`config.mk`:
```
export PLATFORM = sky130hd
export DESIGN_NAME = relu_bwd_mac
export DESIGN_NICKNAME = d
export VERILOG_FILES = /design/src/rtl/relu_bwd_mac.sv
export SDC_FILE = /design/constraint.sdc
export NUM_CORES = 2
export LEC_CHECK = 0
export ABC_AREA = 1
export ABC_CLOCK_PERIOD_IN_PS = 5200
export CORE_AREA = 4 4 268 270
export CTS_CLUSTER_DIAMETER = 30
export DETAILED_ROUTE_END_ITERATION = 16
export DIE_AREA = 0 0 272 274
export MAX_ROUTING_LAYER = met4
export PLACE_DENSITY_LB_ADDON = 0.15
export SLEW_MARGIN = 15
export SYNTH_ARGS = -nofsm -noshare
export SYNTH_HDL_FRONTEND = slang
export SYNTH_SLANG_ARGS = --single-unit
```
`constraint.sdc`:
```
create_clock -name clk -period 5.2 [get_ports clk]
set_clock_uncertainty 0.1 [all_clocks]
set_input_delay 0.52 -clock clk [delete_from_list [all_inputs] [get_ports clk]]
set_output_delay 0.52 -clock clk [all_outputs]
set_load 0.02 [all_outputs]
```
`src/rtl/relu_bwd_mac.sv`:
```
// Backward ReLU neuron: accumulates N rounded Q16.16 grad*weight products and gates the sum with the forward-pass derivative.
// Optional macro RELU_BWD_SAT_EN makes the product rounding and every accumulation saturate instead of wrapping.
module relu_bwd_mac #(
  parameter int N    = 4,
  parameter int FRAC = 16
) (
  input  logic        clk,
  input  logic        rst_n,
  input  logic        start,
  input  logic        d_in,
  input  logic        in_valid,
  output logic        in_ready,
  input  logic [31:0] grad,
  input  logic [31:0] weight,
  output logic        out_valid,
  input  logic        out_ready,
  output logic [31:0] out_grad,
  output logic        busy
);

  localparam int CW = (N > 1) ? $clog2(N) : 1;
  localparam logic [CW-1:0] LAST = CW'(N - 1);
  localparam logic [31:0] SMAX = 32'h7FFF_FFFF;
  localparam logic [31:0] SMIN = 32'h8000_0000;

  typedef enum logic [1:0] {IDLE, ACC, OUT} state_t;

  state_t          state;
  state_t          next_state;
  logic [31:0]     acc;
  logic [CW-1:0]   count;
  logic            d_cap;
  logic [63:0]     prod;
  logic [31:0]     q;
  logic [31:0]     sum;
  logic            beat;
  logic            out_fire;

  assign beat     = in_valid && in_ready;
  assign out_fire = out_valid && out_ready;

  assign prod = $signed({{32{grad[31]}}, grad}) * $signed({{32{weight[31]}}, weight});

`ifdef RELU_BWD_SAT_EN
  // Rounding can still overflow when the truncated product is already the maximum.
  logic [32:0] rnd;
  logic        unused_frac;
  assign rnd = {prod[FRAC+31], prod[FRAC+31:FRAC]} + {32'b0, prod[FRAC-1]};
  assign unused_frac = ^prod[FRAC-2:0];

  always_comb begin
    q = rnd[31:0];
    if (prod[63:FRAC+31] != {(33-FRAC){prod[63]}})
      q = prod[63] ? SMIN : SMAX;
    else if (rnd[32] != rnd[31])
      q = SMAX;
  end

  always_comb begin
    sum = acc + q;
    if ((acc[31] == q[31]) && (sum[31] != acc[31]))
      sum = acc[31] ? SMIN : SMAX;
  end
`else
  logic unused_bits;
  assign unused_bits = ^{prod[63:FRAC+32], prod[FRAC-2:0]};
  assign q   = prod[FRAC+31:FRAC] + {31'b0, prod[FRAC-1]};
  assign sum = acc + q;
`endif

  always_ff @(posedge clk or negedge rst_n) begin
    if (!rst_n)
      state <= IDLE;
    else
      state <= next_state;
  end

  always_comb begin
    next_state = state;
    case (state)
      IDLE:    if (start) next_state = ACC;
      ACC:     if (beat && (count == LAST)) next_state = OUT;
      OUT:     if (out_fire) next_state = IDLE;
      default: next_state = IDLE;
    endcase
  end

  always_comb begin
    in_ready  = (state == ACC);
    out_valid = (state == OUT);
    busy      = (state != IDLE);
  end

  // The result is registered on the edge accepting the last beat so out_valid and out_grad rise together.
  always_ff @(posedge clk or negedge rst_n) begin
    if (!rst_n) begin
      acc      <= 32'b0;
      count    <= '0;
      d_cap    <= 1'b0;
      out_grad <= 32'b0;
    end else begin
      if ((state == IDLE) && start) begin
        d_cap <= d_in;
        acc   <= 32'b0;
        count <= '0;
      end else if ((state == ACC) && beat) begin
        acc   <= sum;
        count <= count + CW'(1);
        if (count == LAST)
          out_grad <= d_cap ? sum : 32'b0;
      end
    end
  end

endmodule

```
Yosys cells after proc, flatten, opt, wreduce, memory -nomap -nowiden
Index checks and enable logic that the tools add are counted.
{"block": "word_totals", "reg_bits": 69, "in_bits": 70, "elab_cells": 35}
{"block": "op_classes", "addsub": 3, "multipliers": 1, "eq_ne": 6, "n_mux": 9, "n_bitwise": 1, "n_reduce_logical": 10}
{"cell": "$mux 32", "n": 3}
{"cell": "$mul 32x32->48", "n": 1}
{"cell": "$add 32x1->32", "n": 1}
{"cell": "$add 32x32->32", "n": 1}
{"cell": "$mux 2", "n": 5}
{"cell": "$pmux 2 s3", "n": 1}
{"cell": "$reduce_and 3->1", "n": 2}
{"cell": "$logic_and 1x1->1", "n": 5}
{"cell": "$eq 2x2->1 const B", "n": 2}
{"cell": "$ne 2x1->1 const B", "n": 2}
{"cell": "$reduce_bool 2->1", "n": 2}
{"cell": "$add 2x1->2 const B", "n": 1}
{"cell": "$eq 2x1->1 const B", "n": 1}
{"cell": "$logic_not 2->1", "n": 1}
{"cell": "$ne 2x2->1 const B", "n": 1}
{"cell": "$not 1->1", "n": 1}

Logic depth before layout (Yosys ltp)
{"block": "depth", "ltp_word": 5, "depth_mapped": 43, "mapped_depth_nobuf": 42}

Worst setup path after synthesis
No wires, ideal clock.
{"block": "synth_timing", "path_kind": "input port to flip-flop", "startpoint": "in grad[18]", "endpoint": "reg acc[31]", "t_arrival_ns": 7.935, "t_required_ns": 4.982, "setup_slack_ns": -2.953, "path_stages": 33, "n_path_buf": 2, "path_cell_list": "clkbuf_1 -> buf_1 -> nand2_1 -> fa_1 -> fa_1 -> fa_1 -> fa_1 -> inv_1 -> fa_1 -> fa_1 -> fa_1 -> fa_1 -> ha_1 -> a21oi_1 -> o21ai_0 -> a21oi_1 -> o21ai_1 -> or2_1 -> nand2_1 -> nand2_1 -> xor2_1 -> ha_1 -> nand2_1 -> nor4_1 -> nand3_1 -> nand3_1 -> nand2_1 -> o211ai_1 -> a21oi_1 -> inv_1 -> nand3_1 -> nand3_1 -> nand2_1"}
{"block": "synth_between", "elab_chain_cells": 5}
{"element": "start: declaration", "line": "13", "text": "input logic [31:0] grad,"}
{"element": "$mul 32x32->48", "line": "42", "text": "assign prod = $signed({{32{grad[31]}}, grad}) * $signed({{32{weight[31]}}, weight});"}
{"element": "$add 32x1->32", "line": "67", "text": "assign q = prod[FRAC+31:FRAC] + {31'b0, prod[FRAC-1]};"}
{"element": "$add 32x32->32", "line": "68", "text": "assign sum = acc + q;"}
{"element": "$mux 32", "line": "106", "text": "end else if ((state == ACC) && beat) begin"}
{"element": "$mux 32", "line": "102", "text": "if ((state == IDLE) && start) begin"}
{"element": "end signal: assignment", "line": "107", "text": "acc <= sum;"}
{"element": "end: declaration", "line": "30", "text": "logic [31:0] acc;"}
Every way passes these cells. The select of a mux whose other input is x is not followed.
A chain may end at the register's enable or synchronous reset.

Worst setup path in the final report
{"block": "layout_timing", "startpoint": "in grad[9]", "endpoint": "reg acc[31]"}
Same word-level chain as after synthesis.

==> flow_metrics.py <==
metrics = {
    "critical_path": {
        "critPathMaxStageDelay_ns": 0.63,
        "cp_max_fo": 4,
        "r2r_end": "out_grad[28]$_DFFE_PN0P_",
        "slowest_stage": "fa_2",
        "rrSetupSlack_ns": 2.24,
        "end_kind": "flip-flop",
        "cp.required_ns": 5.33,
        "cpLargestDelayFamily": "adder cells",
        "cp_common_cell": "fa_1",
        "critPathLaunchType": "primary input",
        "critPathKind": "in -> reg",
        "crit_arrival_ns": 8.49,
        "path_buf_inv": 11,
        "regToRegStartpoint": "state[0]$_DFFE_PN0P_",
        "reg2reg_depth": 9,
    },
    "global_route": {
        "grt_max_degree": 70,
        "grt_util_all_layers_pct": 32.8,
        "grt_antenna_before_repair": 2,
        "grt_pass1_wl_mm": 183,
        "gr-total-overflow": 0,
        "grt_pass1_vias": 32500,
    },
    "clock_tree": {
        "cts_made_buffers": 9,
        "clockBufferDepth": 2,
        "htree_levels": 3,
        "ctsHoldBuffers": 0,
        "cts_sinks": 69,
        "clk_pin_slew_ns": 0.06,
        "clock-root-buffer": "clkbuf_16",
        "cts_tree": "built",
        "clkLatencyLatePin_ns": 0.34,
    },
    "timing": {
        "tightest_slew_ns": 0.947,
        "fin_ws_ns": -3.16,
        "setup_violations": 64,
        "min_period_ns": 8.36,
        "fin_crit_sh_pct": 161,
        "worst_slew_margin_rel_pct": 36.9,
        "finalHoldViolCount": 0,
        "rsz0062_at_grt": "true",
        "max_freq_ghz": 0.120,
        "maxSlewViolCount": 0,
    },
    "yosys": {
        "synth_cell_type_count": 47,
        "synthTopCellsByArea": "fa_1 49%, inv_1 15%, nand2_1 13%",
        "yosysSeqAreaShare_pct": 5.00,
        "yosys_warnings": 0,
        "synth_seq_cells": 69,
        "yosysTopAreaCellShare_pct": 48.7,
        "syn-cell-area_um2": 34500,
        "avgSynthCellArea_um2": 7.81,
        "synth_edf_count": 0,
        "async_reset_ff_share_pct": 100,
        "synth_area_leader_cell": "fa_1",
        "ys.flop_type": "dfrtp_1",
        "synth_cells": 4421,
        "syn_nets": 5529,
    },
    "route": {
        "finalWirelength_mm": 118,
        "via_count": 30800,
        "drt_iter0_drc": 2429,
        "viasPerCell": 5.06,
        "post_drt_wl_per_cell_um": 19.3,
        "postRouteAntennaNets": 0,
        "drt_pre_antenna_iters": 5,
        "drc": 0,
    },
    "placement": {
        "port_buffers": 104,
        "gp_congestion": 0.958,
        "hpwl_mm": 85.3,
        "dp_cells": 5804,
    },
    "layout": {
        "utilization_pct": 69.1,
        "layout.nets": 6253,
        "nFillCells": 5326,
        "syn_to_final_growth_pct": 39.2,
        "layout_common_cells": "1285 x inv_1, 1074 x nand2_1, 744 x fa_1",
        "drive_above_1_share_pct": 29.4,
        "final_common_cell": "inv_1",
        "layoutNonFillerInstCount": 6091,
    },
    "floorplanning": {
        "start_util_pct": 49.7,
        "coreArea_um2": 69500,
        "dieHeight_um": 274,
        "core.rowCount": 97,
        "die_w_um": 272,
        "io_pins": 105,
        "die_area_um2": 74500,
    },
    "outcome": {
        "violations": "setup timing",
        "status": "complete, but fails checks",
    },
    "hold_path": {
        "min_path_type": "in -> async",
    },
    "job": {
        "cap_viol_max_count": 0,
    },
}
-- flip-flops by register name, indices dropped and copies added (netlist names) --
name	flops
state	2
d_cap	1
count	2
acc	32
out_grad	32
-- what timing repair did --
item | in CTS | in global routing
cloned | 32 | 1
gates resized for setup | 821 | 340
setup buffers | 203 | 63
setup endpoints to repair | 64 | 64
endpoints found under the hold margin | 0 | 0
pin swaps | 408 | 238
-- logic make-up after synthesis --
logic type                 share of synthesized area (%)
buffers and inverters                               17.4
and+or+nand+nor                                     16.1
adders and majority gates                           55.9
AOI/OAI and AO/OA                                   4.17
DFF                                                 5.00
xor gates and xnor gates                            1.47
-- worst reg2reg max path, stage by stage (launching register included) --
cell     delay (ns)
dfrtp_1        0.37
inv_1          0.08
nor2_2         0.12
nand2_1        0.46
inv_2          0.60
nand2_2        0.14
nor2_4         0.10
buf_4          0.28
inv_1          0.37
o21ai_0        0.25
-- how the worst max path moves through the flow --
stage | cells past startpoint | slack [ns] | start | end
floorplan | 37 | -2.52 | grad[11] | acc[31]$_DFFE_PN0P_
CTS | 38 | -3.00 | weight[7] | acc[31]$_DFFE_PN0P_
global placement | 36 | -4.23 | grad[17] | acc[31]$_DFFE_PN0P_
global route | 36 | -3.41 | grad[26] | out_grad[31]$_DFFE_PN0P_
finish | 38 | -3.16 | grad[9] | acc[31]$_DFFE_PN0P_
detailed placement | 36 | -4.17 | grad[17] | acc[31]$_DFFE_PN0P_
-- Yosys cell counts, types with 7 or more instances --
cell         n
nand3b_1     7
fa_1       840
o21bai_1     9
nor2_1      87
a31oi_1      9
buf_1       17
nor3_1      16
xnor2_1     15
a32o_1       8
or2_2       15
clkbuf_1   157
dfrtp_1     69
o21ai_1     10
a22o_1       7
nand3_1     67
inv_1     1405
xor2_1      43
o21a_1       8
a21oi_1     95
buf_2       13
nand2_1   1196
ha_1       198
o21ai_0     73
-- cell type report --
type	instances	area, um2	area share [%]
Timing Repair Buffer	901	9430	19.6
Inverter	1408	5300	11.0
Clock buffer	10	239	0.497
Sequential cell	69	1730	3.59
Clock inverter	6	93.8	0.195
Tap cell	940	1180	2.45
Multi-Input combinational cell	2756	30100	62.6
Antenna cell	1	2.50	0.00521
-- per-stage QoR --
| step | setup WS, ns | TNS, ns | hold WS (ns) | instance area [um2] |
|---|---|---|---|---|
| 6_report | -3.16 | -176.28 | 0.198 | 48100 |
| 5_1_grt | -3.41 | -191.03 | 0.284 | 48100 |
| 3_5_place_dp | -4.17 | -232.82 | 0.373 | 41500 |
| 3_3_place_gp | -4.23 | -232.31 | 0.372 | 41500 |
| 4_1_cts | -3.00 | -167.81 | 0.250 | 46600 |
| 2_1_floorplan | -2.52 | -140.03 | 0.124 | 35500 |
-- routing by layer --
layer / track usage, % / vias up / share of wire [%]
met1: 43.2 / 15500 / 41
met3: 5.97 / 252 / 7.9
met5: - / - / 0
met2: 51.2 / 1215 / 46
met4: 12.7 / 0 / 5.1
li1: - / 13800 / -
Power is left out: the tool's default activity adds up to more than one toggle a clock period on the data nets, which glitch-free logic cannot reach.
